File: src/rtl/display_timing_generator.sv
// Raster timing generator: pixel-rate strobe, hsync/vsync, display enable and visible x/y.
// Optional frame counter output enabled by defining DISPLAY_TIMING_FRAME_COUNTER_EN.
module display_timing_generator #(
  parameter int clk_div       = 4,
  parameter int screen_width  = 640,
  parameter int h_front       = 16,
  parameter int h_sync        = 96,
  parameter int h_back        = 48,
  parameter int screen_height = 480,
  parameter int v_front       = 10,
  parameter int v_sync        = 2,
  parameter int v_back        = 33,
  parameter bit sync_pol      = 1'b0,
  parameter int w_x           = $clog2(screen_width),
  parameter int w_y           = $clog2(screen_height)
) (
  input  logic           clk,
  input  logic           rst,
  output logic           pixel_tick,
  output logic           hsync,
  output logic           vsync,
  output logic           display_on,
  output logic [w_x-1:0] x,
  output logic [w_y-1:0] y,
  output logic           frame_start
`ifdef DISPLAY_TIMING_FRAME_COUNTER_EN
  ,
  output logic [7:0]     frame_num
`endif
);

  localparam int h_total = screen_width + h_front + h_sync + h_back;
  localparam int v_total = screen_height + v_front + v_sync + v_back;
  localparam int hw = $clog2(h_total);
  localparam int vw = $clog2(v_total);
  localparam int dw = (clk_div > 1) ? $clog2(clk_div) : 1;

  localparam logic [dw-1:0] dc_last  = dw'(clk_div - 1);
  localparam logic [hw-1:0] h_last   = hw'(h_total - 1);
  localparam logic [vw-1:0] v_last   = vw'(v_total - 1);
  localparam logic [hw-1:0] h_vis    = hw'(screen_width);
  localparam logic [vw-1:0] v_vis    = vw'(screen_height);
  localparam logic [hw-1:0] hs_first = hw'(screen_width + h_front);
  localparam logic [hw-1:0] hs_final = hw'(screen_width + h_front + h_sync - 1);
  localparam logic [vw-1:0] vs_first = vw'(screen_height + v_front);
  localparam logic [vw-1:0] vs_final = vw'(screen_height + v_front + v_sync - 1);

  if (clk_div < 1) begin : g_bad_div
    $error("display_timing_generator: clk_div must be >= 1");
  end
  if (h_sync < 1) begin : g_bad_hsync
    $error("display_timing_generator: h_sync must be >= 1");
  end
  if (v_sync < 1) begin : g_bad_vsync
    $error("display_timing_generator: v_sync must be >= 1");
  end

  logic          run;
  logic [dw-1:0] dc, dc_n;
  logic [hw-1:0] hc, hc_n;
  logic [vw-1:0] vc, vc_n;
  logic          tick, h_wrap, v_wrap;
  logic          disp_n, hs_n, vs_n, fs_n;

  // run gates the divider for one edge after reset so (0,0) is shown for a full clk_div cycles
  assign tick       = run && (dc == dc_last);
  assign h_wrap     = (hc == h_last);
  assign v_wrap     = (vc == v_last);
  assign pixel_tick = tick;

  always_comb begin
    dc_n = dc;
    hc_n = hc;
    vc_n = vc;
    if (run) begin
      dc_n = (dc == dc_last) ? '0 : dc + 1'b1;
    end
    if (tick) begin
      if (h_wrap) begin
        hc_n = '0;
        vc_n = v_wrap ? '0 : vc + 1'b1;
      end else begin
        hc_n = hc + 1'b1;
      end
    end
    disp_n = (hc_n < h_vis) && (vc_n < v_vis);
    hs_n   = (hc_n >= hs_first) && (hc_n <= hs_final);
    vs_n   = (vc_n >= vs_first) && (vc_n <= vs_final);
    fs_n   = (hc_n == '0) && (vc_n == '0);
  end

  // Outputs load from the same next-state values as the counters, so they stay aligned.
  always_ff @(posedge clk or posedge rst) begin
    if (rst) begin
      run         <= 1'b0;
      dc          <= '0;
      hc          <= '0;
      vc          <= '0;
      display_on  <= 1'b0;
      x           <= '0;
      y           <= '0;
      hsync       <= ~sync_pol;
      vsync       <= ~sync_pol;
      frame_start <= 1'b0;
    end else begin
      run         <= 1'b1;
      dc          <= dc_n;
      hc          <= hc_n;
      vc          <= vc_n;
      display_on  <= disp_n;
      x           <= disp_n ? hc_n[w_x-1:0] : '0;
      y           <= disp_n ? vc_n[w_y-1:0] : '0;
      hsync       <= hs_n ? sync_pol : ~sync_pol;
      vsync       <= vs_n ? sync_pol : ~sync_pol;
      frame_start <= fs_n;
    end
  end

`ifdef DISPLAY_TIMING_FRAME_COUNTER_EN
  always_ff @(posedge clk or posedge rst) begin
    if (rst) begin
      frame_num <= 8'd0;
    end else if (tick && h_wrap && v_wrap) begin
      frame_num <= frame_num + 8'd1;
    end
  end
`endif

endmodule
File: config.mk
export PLATFORM = sky130hd
export DESIGN_NAME = display_timing_generator
export DESIGN_NICKNAME = d
export VERILOG_FILES = /design/src/rtl/display_timing_generator.sv
export SDC_FILE = /design/constraint.sdc
export NUM_CORES = 1
export LEC_CHECK = 0
export BUFFER_PORTS_ARGS = -buffer_cell sky130_fd_sc_hd__buf_2
export CORE_MARGIN = 1.5
export CORE_UTILIZATION = 50
export DETAILED_ROUTE_END_ITERATION = 12
export PLACE_DENSITY = 0.7
export SYNTH_ARGS = -nofsm -noshare
export SYNTH_HDL_FRONTEND = slang
export SYNTH_SLANG_ARGS = --single-unit
File: constraint.sdc
create_clock -name clk -period 3 [get_ports clk]
set_input_delay 0.15 -clock clk [delete_from_list [all_inputs] [get_ports clk]]
set_output_delay 0.15 -clock clk [all_outputs]
set_load 0.01 [all_outputs]
# Word level (Yosys, flattened, before mapping)
# Cells that the tools add are included.
# word_totals
register_bits	46
latchBits	0
mem_bits_rw	0
rom_bits	0
in_bits	2
output_inout_bits	24
elab_cells	39
mem_count	0
# op_classes
add_sub_neg	3
n_mul	0
div	0
magnitude_cmp	6
eq_ne	3
n_shift	0
mux	10
bitwise_logic	0
reduce_logical	7
# op_table
operator	n
$mux W10	6
$add A10 B1 Y10 const B	2
$eq A10 B10 Y1 const B	2
$logic_not A10 Y1	2
$ge A10 B10 Y1 const B	1
$ge A10 B9 Y1 const B	1
$le A10 B10 Y1 const B	1
$le A10 B9 Y1 const B	1
$lt A10 B10 Y1 const B	1
$lt A10 B9 Y1 const B	1
$mux W9	1
$logic_and A1 B1 Y1	5
$add A2 B1 Y2 const B	1
$eq A2 B2 Y1 const B	1
$mux W1	2
$mux W2	1

# Depth between registers and ports, before layout
# depth
ltp_word	7
ltp_mapped	10
ltp_nobuf	8

# Worst setup path before layout
# Ideal clock, no wire load.
# synth_path
kind	register to register
from	register dc[0]
to	register x[9]
setup_ps	141
arrival_time_ps	1888
t_required_ps	2859
slack_ps	971
stages_incl_launch_ff	9
period_less_slack_ps	2029
cell_sequence	dfrtp_1 ha_1 nand4_2 or4_4 a21oi_2 nor2_1 o21ai_2 buf_6 nor4_2
# synth_via
elab_chain_cells	6
# synth_rtl
element	line_no	text
start, declared	59	logic [dw-1:0] dc, dc_n;
start signal, assigned	107	dc <= dc_n;
$eq A2 B2 Y1	66	assign tick = run && (dc == dc_last);
$logic_and A1 B1 Y1	66	
$mux W10	78	if (tick) begin
named net hc_n[8]	60	logic [hw-1:0] hc, hc_n;
$lt A10 B10 Y1	86	disp_n = (hc_n < h_vis) && (vc_n < v_vis);
$logic_and A1 B1 Y1	86	
$mux W10	111	x <= disp_n ? hc_n[w_x-1:0] : '0;
end signal, assigned	111	
end, declared	23	output logic [w_x-1:0] x,
# The timed path passes the listed nets, and every way through them passes these cells.
# A chain may end at the register's enable or synchronous reset.

# Final worst setup path
# layout_path
from	register dc[0]
to	register y[7]
# layout_via
elab_chain_cells	6
# layout_rtl
element	line_no	text
$eq A2 B2 Y1	66	
$logic_and A1 B1 Y1	66	
$mux W10	78	
named net hc_n[8]	60	
$lt A10 B10 Y1	86	
$logic_and A1 B1 Y1	86	
$mux W9	112	y <= disp_n ? vc_n[w_y-1:0] : '0;
end signal, assigned	112	
end, declared	24	output logic [w_y-1:0] y,
# The timed path passes the listed nets, and every way through them passes these cells.

==> impl_metrics.json <==
{
  "status": "finished, final reports clean",
  "peakVddDrop_v": 0.000385,
  "clk_pin_slew_ns": 0.08,
  "gp_congestion": 0.865,
  "yosysWarnings": 0,
  "cap_violations": 0,
  "power.density_nw_per_um2": 558,
  "utilization_pct": 57.3,
  "core_um2": 4720,
  "die_area_um2": 5350,
  "critical_path_class": "reg2reg",
  "finClkSkew_ns": 0.00831,
  "drt_wl_total_mm": 4.68,
  "gr-total-overflow": 0,
  "holdWs_ns": 0.0456,
  "synth_ff_type": "dfrtp_1",
  "cts_tree": "done",
  "maxSlewHeadroom_pct": 37.9,
  "timing.hold.worst.class": "in2async",
  "final.min_clock_period_ns": 2.55,
  "yosys_register_bits": 46,
  "ys_seq_area_share_pct": 46.9,
  "multi_input_area_um2": 1190,
  "crit_required_ns": 3.18,
  "area_growth_pct": 9.96,
  "path_max_fanout": 11,
  "critPathArrivalTime_ns": 2.74,
  "via_per_inst": 5.59,
  "fp.dieW_um": 73.2,
  "initial_utilization_pct": 52.1,
  "nFillCells": 399,
  "seq_area_um2": 1150,
  "dp_hpwl_mm": 3.21,
  "period_share_pct": 85.1,
  "grt_pass1_wl_mm": 7.76,
  "grt_max_degree": 47,
  "grt_use_total_pct": 19.6,
  "slew_violations": 0,
  "cp-start-kind": "register",
  "die_h_um": 73.2,
  "dp_cells": 302,
  "fmax_mhz": 391,
  "antenna_found_initial": 0,
  "synth-edff-count": 0,
  "cts_inserted_buffers": 5,
  "dr.pass1.iters": 4,
  "fin_setup_tns_ns": 0,
  "avgRoutedWirePerCell_um": 15.1,
  "cts_resized": 0,
  "cts-hold-fix-buffers": 0,
  "cts-htree-levels": 2,
  "ys_types": 63,
  "final_hold_viol_count": 0,
  "syn_avg_cell_area_um2": 11.3,
  "postSynthCellCount": 218,
  "num-nets-final": 248,
  "drc": 0,
  "tightest_slew_ns": 0.930,
  "rsz0062_at_grt": "false",
  "via_count": 1734,
  "cts_setup_buffers": 0,
  "setup_violations": 0,
  "antenna_cells": 0,
  "pin_count": 26,
  "p_leak_nw": 1.32,
  "rows": 25,
  "cts_root_buffer": "clkbuf_8",
  "fin_cells": 310,
  "cts.sinks": 46,
  "critPathCaptureType": "register",
  "drt_iter0_drc": 108,
  "clockBufferDepth": 2,
  "syn_nets": 224,
  "numPortBuffers": 25,
  "clock_latency_ns": 0.31,
  "grt_pass1_vias": 1634,
  "drive_gt1_share_pct": 36.2,
  "syn-cell-area_um2": 2460,
  "ys_async_sr_fraction_pct": 100,
  "ant_nets": 0
}
## layer usage
layer	up-vias	track usage, %	part of all wire, %
met5	-	0	0
met4	0	9.01	2.0
met3	11	4.28	3.9
met2	37	28.7	45
met1	855	27.6	49
li1	831	-	-
## state kept, by name, indices dropped and copies added (netlist names)
name,cells
dc,2
display_on,1
frame_start,1
hc,10
hsync,1
run,1
vc,10
vsync,1
x,10
y,9
## worst max-delay path, cell delays in order, from the launching register on
cell	delay, ns
dfrtp_1	0.38
ha_1	0.24
nand4_2	0.20
or4_4	0.56
a21oi_2	0.21
nor2_1	0.09
o21ai_2	0.37
buf_4	0.32
nor3b_2	0.07
## cell usage after synthesis (3+ instances only)
cell type | n | area share [%]
xnor2_1 | 5 | 1.8
buf_6 | 5 | 2.3
inv_1 | 6 | 0.92
buf_4 | 3 | 0.92
nand3_1 | 9 | 1.8
nor3b_2 | 18 | 9.2
and2_2 | 3 | 0.92
nand4_1 | 4 | 1.0
a21oi_1 | 6 | 1.2
nor3_1 | 6 | 1.2
ha_1 | 4 | 2.0
and4_1 | 3 | 1.1
nand2_1 | 17 | 2.6
nor2_1 | 12 | 1.8
o21ai_0 | 9 | 1.8
and3_2 | 3 | 0.92
and3_1 | 5 | 1.3
dfrtp_1 | 44 | 45
## worst paths after layout
| check | depth (start not counted) | slack (ns) | startpoint | end |
|---|---|---|---|---|
| worst max-delay path | 8 | 0.45 | dc[0] | y[7] |
| worst min-delay path | 2 | 0.05 | rst | vc[7] |
| worst max register to register | 8 | 0.45 | dc[0] | y[7] |
| worst min register to register | 1 | 0.52 | dc[1] | dc[1] |
| max in group asynchronous | 2 | 2.37 | rst | run |
| min in group clk | 1 | 0.52 | dc[1] | dc[1] |
## through the flow
stage | instance area [um^2] | total power, mW | setup slack (ns)
6_report | 2710 | 1.51 | 0.446
5_1_grt | 2710 | 1.59 | 0.242
4_1_cts | 2710 | 1.53 | 0.426
3_5_place_dp | 2600 | 1.08 | 0.444
3_3_place_gp | 2600 | 1.07 | 0.448
2_1_floorplan | 2460 | 0.986 | 0.971
## cell families (layout without fill, tap and decap cells)
kind of cell,Yosys count,count (layout),synth area share [%]
simple gates,100,100,30.1
flops,46,46,46.9
compound gates,36,36,9.91
buf+inv,17,42,4.68
xor+xnor,10,10,4.47
fa+ha+maj,4,4,2.03
mux,4,4,1.73
other cells,1,1,0.152
## report_power, final
group	switching [mW]	internal, mW	total, mW
Clock	0.207	0.233	0.439
Combinational	0.164	0.149	0.314
Sequential	0.0597	0.698	0.757
Total	0.431	1.08	1.51
## cell type report
type	count	area share, %
multi-input cells	155	44.1
repair buffers	27	5.18
flip-flops and latches	46	42.6
inverters	7	0.971
well taps	67	3.10
clock buffers	8	4.07
## placed cells by master (no fill, tap or decap), types with 2 or more instances in the layout
| cell type | count |
|---|---|
| a21oi_1 | 6 |
| and2_2 | 3 |
| and3_1 | 5 |
| and3_2 | 3 |
| and4_1 | 3 |
| and4_4 | 2 |
| and4b_1 | 2 |
| buf_2 | 25 |
| buf_4 | 2 |
| clkbuf_8 | 8 |
| dfrtp_1 | 44 |
| dfstp_2 | 2 |
| ha_1 | 4 |
| inv_1 | 5 |
| inv_2 | 2 |
| mux2_2 | 2 |
| mux2i_1 | 2 |
| nand2_1 | 17 |
| nand3_1 | 9 |
| nand4_1 | 4 |
| nor2_1 | 12 |
| nor3_1 | 6 |
| nor3b_2 | 18 |
| nor4_2 | 2 |
| o21ai_0 | 9 |
| o21ai_2 | 2 |
| o22ai_1 | 2 |
| or3_1 | 2 |
| xnor2_1 | 5 |
| xor2_1 | 2 |
| xor2_2 | 2 |
(Power assumes the default switching activity.)
